### src/rtl/bcsa_arb.sv
// bcsa_arb: round-robin arbiter in front of one shared approximate 16-bit
// block carry-select adder built from two 8-bit blocks. The upper block
// speculates its carry-in from a single bit pair. When that guess is wrong
// the miss is flagged and counted.
// Optional feature macro: BCSA_ARB_CORRECT_EN. When it is defined, a FIX
// cycle adds the lost 0x100 back so rsp_sum is always exact. When it is
// undefined, the approximate sum is returned with rsp_err set.
module bcsa_arb #(
  parameter int NREQ = 4
) (
  input  logic                 clk,
  input  logic                 rst_n,
  input  logic [NREQ-1:0]      req_valid,
  input  logic [16*NREQ-1:0]   req_a,
  input  logic [16*NREQ-1:0]   req_b,
  output logic [NREQ-1:0]      req_ready,
  output logic                 rsp_valid,
  input  logic                 rsp_ready,
  output logic [16:0]          rsp_sum,
  output logic [1:0]           rsp_id,
  output logic                 rsp_err,
  output logic [15:0]          err_cnt
);

  typedef enum logic [1:0] {
    IDLE = 2'd0,
    ADD  = 2'd1,
    FIX  = 2'd2,
    RESP = 2'd3
  } state_t;

  state_t      state_q, state_d;
  logic [1:0]  ptr_q, ptr_d;
  logic [15:0] a_q, a_d;
  logic [15:0] b_q, b_d;
  logic [1:0]  id_q, id_d;
  logic [16:0] sum_q, sum_d;
  logic        err_q, err_d;
  logic [15:0] cnt_q, cnt_d;

  logic [NREQ-1:0] grant;
  logic            win_found;
  logic [1:0]      win_idx;
  logic [1:0]      cand;

  logic [8:0]  lo_sum;
  logic [8:0]  hi_sum;
  logic        c_true;
  logic        c_spec;
  logic        g7;
  logic        miss;

  // Unpack the per-requester operand slices.
  logic [15:0] op_a [NREQ];
  logic [15:0] op_b [NREQ];
  for (genvar gi = 0; gi < NREQ; gi++) begin : g_unpack
    assign op_a[gi] = req_a[16*gi +: 16];
    assign op_b[gi] = req_b[16*gi +: 16];
  end

  // Round-robin search starting one past the last granted requester.
  always_comb begin
    win_found = 1'b0;
    win_idx   = ptr_q;
    cand      = '0;
    for (int k = 1; k <= NREQ; k++) begin
      cand = ptr_q + k[1:0];
      if (!win_found && req_valid[cand]) begin
        win_found = 1'b1;
        win_idx   = cand;
      end
    end
  end

  // Split adder. The upper block guesses its carry-in from bit 7 alone.
  // The guess is trusted when bit 7 generates, or when bit 8 cannot
  // propagate. Otherwise the true low-block carry is used.
  always_comb begin
    lo_sum = {1'b0, a_q[7:0]} + {1'b0, b_q[7:0]};
    c_true = lo_sum[8];
    g7     = a_q[7] & b_q[7];
    c_spec = (g7 | (~a_q[8] & ~b_q[8])) ? g7 : c_true;
    hi_sum = {1'b0, a_q[15:8]} + {1'b0, b_q[15:8]} + {8'd0, c_spec};
    miss   = (c_spec != c_true);
  end

  // Next-state and datapath update for the IDLE/ADD/FIX/RESP sequence.
  always_comb begin
    state_d = state_q;
    ptr_d   = ptr_q;
    a_d     = a_q;
    b_d     = b_q;
    id_d    = id_q;
    sum_d   = sum_q;
    err_d   = err_q;
    cnt_d   = cnt_q;
    grant   = '0;
    case (state_q)
      IDLE: begin
        if (win_found) begin
          grant[win_idx] = 1'b1;
          ptr_d          = win_idx;
          a_d            = op_a[win_idx];
          b_d            = op_b[win_idx];
          id_d           = win_idx;
          state_d        = ADD;
        end
      end
      ADD: begin
        sum_d = {hi_sum, lo_sum[7:0]};
        err_d = miss;
        if (miss && (cnt_q != 16'hFFFF)) begin
          cnt_d = cnt_q + 16'd1;
        end
`ifdef BCSA_ARB_CORRECT_EN
        state_d = miss ? FIX : RESP;
`else
        state_d = RESP;
`endif
      end
`ifdef BCSA_ARB_CORRECT_EN
      FIX: begin
        // A miss always loses exactly one carry into bit 8.
        sum_d   = sum_q + 17'h00100;
        state_d = RESP;
      end
`endif
      RESP: begin
        if (rsp_ready) begin
          state_d = IDLE;
        end
      end
      default: state_d = IDLE;
    endcase
  end

  // State registers. Reset abandons any operation in flight.
  always_ff @(posedge clk or negedge rst_n) begin
    if (!rst_n) begin
      state_q <= IDLE;
      ptr_q   <= 2'd3;
      a_q     <= '0;
      b_q     <= '0;
      id_q    <= '0;
      sum_q   <= '0;
      err_q   <= 1'b0;
      cnt_q   <= '0;
    end else begin
      state_q <= state_d;
      ptr_q   <= ptr_d;
      a_q     <= a_d;
      b_q     <= b_d;
      id_q    <= id_d;
      sum_q   <= sum_d;
      err_q   <= err_d;
      cnt_q   <= cnt_d;
    end
  end

  // The grant is combinational, so it is masked while reset is asserted.
  assign req_ready = grant & {NREQ{rst_n}};
  assign rsp_valid = (state_q == RESP);
  assign rsp_sum   = sum_q;
  assign rsp_id    = id_q;
  assign rsp_err   = err_q;
  assign err_cnt   = cnt_q;

endmodule

### config.mk
export PLATFORM = sky130hd
export DESIGN_NAME = bcsa_arb
export DESIGN_NICKNAME = d
export VERILOG_FILES = /design/src/rtl/bcsa_arb.sv
export SDC_FILE = /design/constraint.sdc
export NUM_CORES = 1
export LEC_CHECK = 0
export ABC_CLOCK_PERIOD_IN_PS = 6400
export BUFFER_PORTS_ARGS = -buffer_cell sky130_fd_sc_hd__buf_2
export CAP_MARGIN = 0
export CORE_MARGIN = 2
export CORE_UTILIZATION = 55
export CTS_CLUSTER_SIZE = 16
export DETAILED_ROUTE_END_ITERATION = 12
export PLACE_DENSITY_LB_ADDON = 0.2
export SLEW_MARGIN = 20
export SYNTH_ARGS = -nofsm -noshare
export SYNTH_HDL_FRONTEND = slang
export SYNTH_SLANG_ARGS = --single-unit
### constraint.sdc
create_clock -name clk -period 6.4 [get_ports clk]
set_input_delay 0.64 -clock clk [delete_from_list [all_inputs] [get_ports clk]]
set_output_delay 0.64 -clock clk [all_outputs]
set_load 0.01 [all_outputs]
==> results of run 1 <==
==> power groups by stage <==
| stage | Clock [uW] | Combinational (uW) | Sequential (uW) |
|---|---|---|---|
| after global placement | 0 | 1340 | 781 |
| after global routing | 507 | 1550 | 804 |
| after CTS | 485 | 1390 | 780 |
| after floorplan | 0 | 1170 | 774 |
| final | 477 | 1390 | 781 |
| after detailed placement | 0 | 1380 | 788 |
==> critical path, cell delays in order, from the launching register on <==
cell,delay [ns]
dfrtp_1,0.39
ha_1,0.23
fa_1,0.44
a211oi_1,0.29
o211ai_1,0.19
a21oi_1,0.21
fa_1,0.25
fa_1,0.23
nor2b_1,0.05
o21ai_0,0.18
a21oi_1,0.16
or4_1,0.48
nand3_1,0.09
==> final cells by class <==
class | instances | area share
timing repair buffer | 182 | 0.158
inverter | 11 | 0.00695
multi-input combinational | 363 | 0.463
clock buffer | 11 | 0.0238
sequential | 72 | 0.304
clock inverter | 5 | 0.0215
tap | 108 | 0.0227
==> per-stage QoR <==
stage | hold slack (ns) | instance area, um2 | setup WS [ns] | util
after floorplan | 0.344 | 4970 | 3.51 | -
after global placement | 0.454 | 5650 | 3.08 | 0.648
after detailed placement | 0.461 | 5650 | 3.00 | 0.648
after CTS | 0.274 | 5920 | 3.05 | 0.679
after global routing | 0.291 | 5940 | 2.88 | 0.681
final | 0.260 | 5940 | 3.15 | 0.681
==> routing by layer <==
| layer | track usage | vias to the layer above |
|---|---|---|
| li1 | - | 2128 |
| met1 | 0.336 | 2005 |
| met2 | 0.436 | 143 |
| met3 | 0.0489 | 23 |
| met4 | 0.0854 | 0 |
| met5 | 0 | - |
==> flip-flops by register name, indices dropped and copies added, names as in the netlist <==
| register | cells |
|---|---|
| state_q | 2 |
| rsp_sum | 17 |
| rsp_err | 1 |
| rsp_id | 2 |
| ptr_q | 2 |
| a_q | 16 |
| err_cnt | 16 |
| b_q | 16 |
==> worst max path at each step <==
stage / start / end / slack, ns / depth (start not counted)
2_1_floorplan: a_q[0] / rsp_sum[14] / 3.51 / 12
3_3_place_gp: req_valid[1] / b_q[2] / 3.08 / 6
3_5_place_dp: req_valid[1] / b_q[2] / 3.00 / 6
4_1_cts: state_q[0] / req_ready[0] / 3.05 / 5
5_1_grt: a_q[0] / rsp_sum[14] / 2.88 / 12
6_report: a_q[0] / rsp_sum[14] / 3.15 / 12
==> cell usage in the layout (no fill, tap or decap), types with 2 or more instances in the layout <==
master / n
and2_1: 5
mux2_1: 2
nor2b_1: 3
buf_2: 174
o21ai_0: 13
nor2_1: 15
nor3_4: 2
nor2_2: 2
or3_1: 3
clkbuf_8: 10
nand4_1: 7
o31ai_1: 3
a311oi_1: 3
nor4_1: 7
nand2b_1: 4
ha_1: 17
fa_1: 3
o211ai_1: 3
nor3_1: 16
bufinv_16: 4
a21o_1: 2
mux2_2: 32
nand2_1: 26
inv_1: 11
mux2i_1: 33
buf_4: 7
o21bai_1: 2
xor2_1: 18
xnor2_1: 4
nand3_1: 72
dfrtp_1: 70
a221o_1: 32
a21oi_1: 9
and4_1: 3
nand3b_1: 3
dfstp_2: 2
o21a_1: 2
==> kinds of logic (layout without fill, tap and decap cells) <==
logic type	after synthesis	in the layout
AND/OR/NAND/NOR	175	175
buffers and inverters	45	209
multiplexers	67	67
flip-flops	72	72
adder cells (fa/ha/maj)	20	20
AO/OA/AOI/OAI	79	79
XOR/XNOR	22	22
==> impl_metrics.tcl, run 1 <==
set metrics [dict create \
    synth_compound_area_frac 0.128 \
    max-clock-path-buffers 2 \
    post_route_cells_drive_above_1_share 0.377 \
    met2RoutedLength_um 5980 \
    holdCritPathClass "primary input to async pin" \
    route.antenna.remaining_nets 0 \
    hpwlAfterDp_um 9680 \
    synth_enable_flop_cells 0 \
    comb_power_share 0.526 \
    floorplan.initialDensity 0.570 \
    post_synth_main_area_contributors "dfrtp_1 35%, nand3_1 7.3%, mux2_2 7.3%, mux2i_1 6.6%, a221o_1 6.4%" \
    timing_hold_violations_final 0 \
    timing.final.crit_share 0.508 \
    grt_antenna_before_repair 0 \
    synthDominantAreaCellType "dfrtp_1" \
    die-width_um 99.1 \
    floorplan.die_area_mm2 0.00981 \
    yosys_warnings 0 \
    synth-adder-area-share 0.0549 \
    finalPower_uw 2650 \
    outcome "finished clean" \
    yosys.cell_count.top_type "nand3_1" \
    worst_clock_skew_ns 0.00962 \
    ys_seq_elements 72 \
    drt-pass1-iter-count 4 \
    actual_transition_at_the_worst_max_transition_pin_ns 1.12 \
    cts.sinks 72 \
    p_clk_frac 0.180 \
    ff_latch_area_mm2 0.00180 \
    gr-total-overflow 0 \
    post_cts_setup_buffer_count 0 \
    maxUsedRoutingLayer "met4" \
    critical_path.max_fanout 4 \
    remaining_drc_errors 0 \
    reg2reg_from "a_q[0]" \
    drt-initial-drc-count 169 \
    routabilityCongestion 0.858 \
    combinational_family_with_the_most_area_after_synthesis "simple AND/OR/NAND/NOR gates" \
    coreArea_mm2 0.00872 \
    timing_max_transition_violations_final 0 \
    final_cells 752 \
    vias 4299 \
    power.ir.vdd_worst_mv 0.409 \
    period_minus_slack_ns 3.25 \
    cap_violations 0 \
    path_clk_slew_ns 0.08 \
    dp_cells 735 \
    cellLeakagePower_uw 0.00291 \
    grt_setup_unrepaired "no" \
    intPower_uw 1590 \
    syn_inst 480 \
    die_height_um 99.1 \
    avgSynthCellArea_um2 10.4 \
    global_route.usage.total 0.259 \
    power_density_mw_per_mm2 446 \
    cts_tree "done" \
    cts_htree_levels 3 \
    netlist_area_mm2 0.00497 \
    p_sw_frac 0.400 \
    syn-num-nets 635 \
    multiInputGateArea_mm2 0.00275 \
    worst_r2r_endpoint "rsp_sum[14]" \
    clock_latency_ns 0.34 \
    cts_resized 0 \
    layout_area_growth_over_synthesis_pct 19.5 \
    power_switching_uw 1060 \
    startpoint_class "flip-flop" \
    post-synth-top-area-fraction 0.352 \
    top_level_ports 176 \
    cts-buffers-inserted 9 \
    post_synth_most_frequent_cells "72 x nand3_1, 70 x dfrtp_1, 33 x mux2i_1, 32 x a221o_1, 32 x mux2_2" \
    drt_wl_total_um 12500 \
    timing.reg2reg.worst_path_depth 12 \
    yosysSeqAreaShare 0.363 \
    antennaDiodeCount 0 \
    async_flop_share 1.00 \
    crit_path_kind "flip-flop to flip-flop" \
    seqPwrFrac 0.294 \
    timing.fmax_ghz 0.308 \
    floorplan.rows 34 \
    ratio_of_routed_vias_to_standard_cells 5.72 \
    io_buffer_count 175 \
    grt_max_degree 40 \
    first_global_vias 4184 \
    grt_pass1_wl_um 20100 \
    fillCellCount 725 \
    setup.reg_to_reg.worst_slack_ns 3.15 \
    synth_simple_gate_area_share 0.186 \
    cts-hold-fix-buffers 0 \
    synth_cell_types 58 \
    synth_xor_area_frac 0.0388 \
    timing.critical_path.required_ns 6.68 \
    synth.area.mux_share 0.144 \
    met1Wirelength_um 5500 \
    timing.slew.headroom 0.255 \
    critical_path.endpoint_type "flip-flop" \
    setup_tns_ns 0 \
    report.final.setup_viol 0 \
    root_buffer "clkbuf_8" \
    wl_per_cell_um 16.6 \
    routed-wl-met3_um 723 \
    synth_flop_cell "dfrtp_1" \
    num-nets-final 794 \
    worstPathArrival_ns 3.53 \
]
(Power assumes the default switching activity.)
==> inputs of run 2 (changes only) <==
--- a/config.mk
+++ b/config.mk
@@ -5,11 +5,11 @@
 export SDC_FILE = /design/constraint.sdc
 export NUM_CORES = 1
 export LEC_CHECK = 0
-export ABC_CLOCK_PERIOD_IN_PS = 6400
+export ABC_CLOCK_PERIOD_IN_PS = 3350
 export BUFFER_PORTS_ARGS = -buffer_cell sky130_fd_sc_hd__buf_2
 export CAP_MARGIN = 0
 export CORE_MARGIN = 2
-export CORE_UTILIZATION = 55
+export CORE_UTILIZATION = 51
 export CTS_CLUSTER_SIZE = 16
 export DETAILED_ROUTE_END_ITERATION = 12
 export PLACE_DENSITY_LB_ADDON = 0.2
==> constraint.sdc (replaced) <==
create_clock -name clk -period 3.35 [get_ports clk]
set_input_delay 0.335 -clock clk [delete_from_list [all_inputs] [get_ports clk]]
set_output_delay 0.335 -clock clk [all_outputs]
set_load 0.01 [all_outputs]
==> impl_metrics.tcl, run 2 (synthesis results as in run 1) <==
set metrics [dict create \
    outcome "finished clean" \
    hpwlAfterDp_um 9660 \
    post_route_cells_drive_above_1_share 0.379 \
    floorplan.rows 36 \
    timing.critical_path.slowest_cell_delay_ns 0.49 \
    critPathCapture "rsp_sum[14]" \
    reg2reg_from "a_q[0]" \
    dpl_worst_slack_ns 0.149 \
    cpMostUsedCell "fa_1" \
    die-width_um 103 \
    path_clk_slew_ns 0.08 \
    coreArea_mm2 0.00959 \
    clock_latency_ns 0.35 \
    setup_tns_ns 0 \
    worst_clock_skew_ns 0.0140 \
    timing.final.crit_share 0.952 \
    timing.reg2reg.worst_path_depth 12 \
    startpoint_class "flip-flop" \
    critical_path.max_fanout 4 \
    setup.reg_to_reg.worst_slack_ns 0.16 \
    crit_path_kind "flip-flop to flip-flop" \
    critical_path.startpoint "a_q[0]" \
    layout_area_growth_over_synthesis_pct 20.8 \
    worstPathArrival_ns 3.47 \
    worst_r2r_endpoint "rsp_sum[14]" \
    drt_wl_total_um 12600 \
    remaining_drc_errors 0 \
    route.antenna.remaining_nets 0 \
    global_route.usage.total 0.244 \
    timing.slew.headroom 0.416 \
    actual_transition_at_the_worst_max_transition_pin_ns 0.876 \
    power.ir.vdd_worst_mv 0.749 \
    first_global_vias 4003 \
    dpl-instance-area_mm2 0.00572 \
    largest_register_ff_count 17 \
    critical_path.endpoint_type "flip-flop" \
    ratio_of_routed_vias_to_standard_cells 5.57 \
    floorplan.die_area_mm2 0.0106 \
    wl_per_cell_um 16.2 \
    holdCritPathClass "primary input to flip-flop" \
    finalPower_uw 5100 \
    floorplan.initialDensity 0.518 \
    layout.core_utilization 0.626 \
    critical-path-slowest-cell "or4_1" \
    cts_tree "done" \
    cts-buffers-inserted 9 \
    io_buffer_count 175 \
    cap_violations 0 \
    timing_hold_violations_final 0 \
    grt_setup_unrepaired "no" \
    gr-total-overflow 0 \
    cts_htree_levels 3 \
    top_level_ports 176 \
    power_density_mw_per_mm2 849 \
    grt_antenna_before_repair 0 \
    postLayoutSetupSlackWorst_ns 0.162 \
    antennaDiodeCount 0 \
    cell_by_cell_trace_of_the_critical_path "ha_1 -> fa_1 -> a211oi_2 -> o211ai_1 -> a21oi_1 -> fa_1 -> fa_1 -> nor2b_1 -> o21ai_0 -> a21oi_1 -> or4_1 -> nand3_1" \
    grt_max_degree 71 \
    max-clock-path-buffers 2 \
    cellLeakagePower_uw 0.00293 \
    report.final.setup_viol 0 \
    vias 4342 \
    layout.cells.most_common_list "174 x buf_2, 72 x nand3_1, 70 x dfrtp_1" \
    layout.cells.most_common "buf_2" \
    post_cts_setup_buffer_count 0 \
    post-route-cell-area_mm2 0.00600 \
    drt-initial-drc-count 205 \
    cts.sinks 72 \
    routabilityCongestion 0.915 \
    timing.fmax_ghz 0.314 \
    grt_pass1_wl_um 19600 \
    period_minus_slack_ns 3.19 \
    num-nets-final 797 \
    die_height_um 103 \
    root_buffer "clkbuf_8" \
    drt-pass1-iter-count 4 \
    timing.critical_path.required_ns 3.63 \
    timing_max_transition_violations_final 0 \
]
run 2: power by group:
part | internal, uW | switching, uW
Clock | 588 | 327
Combinational | 1240 | 1480
Sequential | 1230 | 236
run 2: metrics by stage:
step / hold slack, ns / std cells
2_1_floorplan: 0.0394 / 480
3_3_place_gp: 0.144 / 763
3_5_place_dp: 0.146 / 763
4_1_cts: 0.190 / 779
5_1_grt: 0.210 / 779
6_report: 0.200 / 779
run 2: worst min path at each step:
stage	cells after the start	to	from	slack, ns
6_report	2	state_q[1]	rsp_ready	0.20
5_1_grt	2	state_q[1]	rsp_ready	0.21
4_1_cts	2	state_q[1]	rsp_ready	0.19
3_3_place_gp	1	a_q[11]	rst_n	0.14
2_1_floorplan	0	a_q[0]	rst_n	0.04
3_5_place_dp	1	a_q[12]	rst_n	0.15
run 2: layout make-up:
class / count / area [um2]
multi-input cells: 363 / 2760
inverters: 11 / 41.3
fillers: 850 / 3590
clock buffers: 10 / 138
clock inverters: 5 / 129
flip-flops and latches: 72 / 1800
well taps: 133 / 166
repair buffers: 185 / 968
run 2: worst max-delay path, delay by kind of cell, from the launching register on:
family                     cells  cell delay [ns]
adders and majority gates      4             1.18
and+or+nand+nor                3             0.64
DFF                            1             0.39
AOI/OAI and AO/OA              5             0.92
run 2: layer usage:
| layer | track usage | routed length [um] |
|---|---|---|
| met5 | 0 | 0 |
| met4 | 0.119 | 465 |
| met3 | 0.0373 | 750 |
| met2 | 0.392 | 5920 |
| met1 | 0.322 | 5500 |
run 2: what timing repair did:
item / CTS / global route
endpoints found under the setup margin: 0 / 2
endpoints found under the hold margin: 2 / 0
resized for setup: 0 / 1
hold buffers: 1 / 0
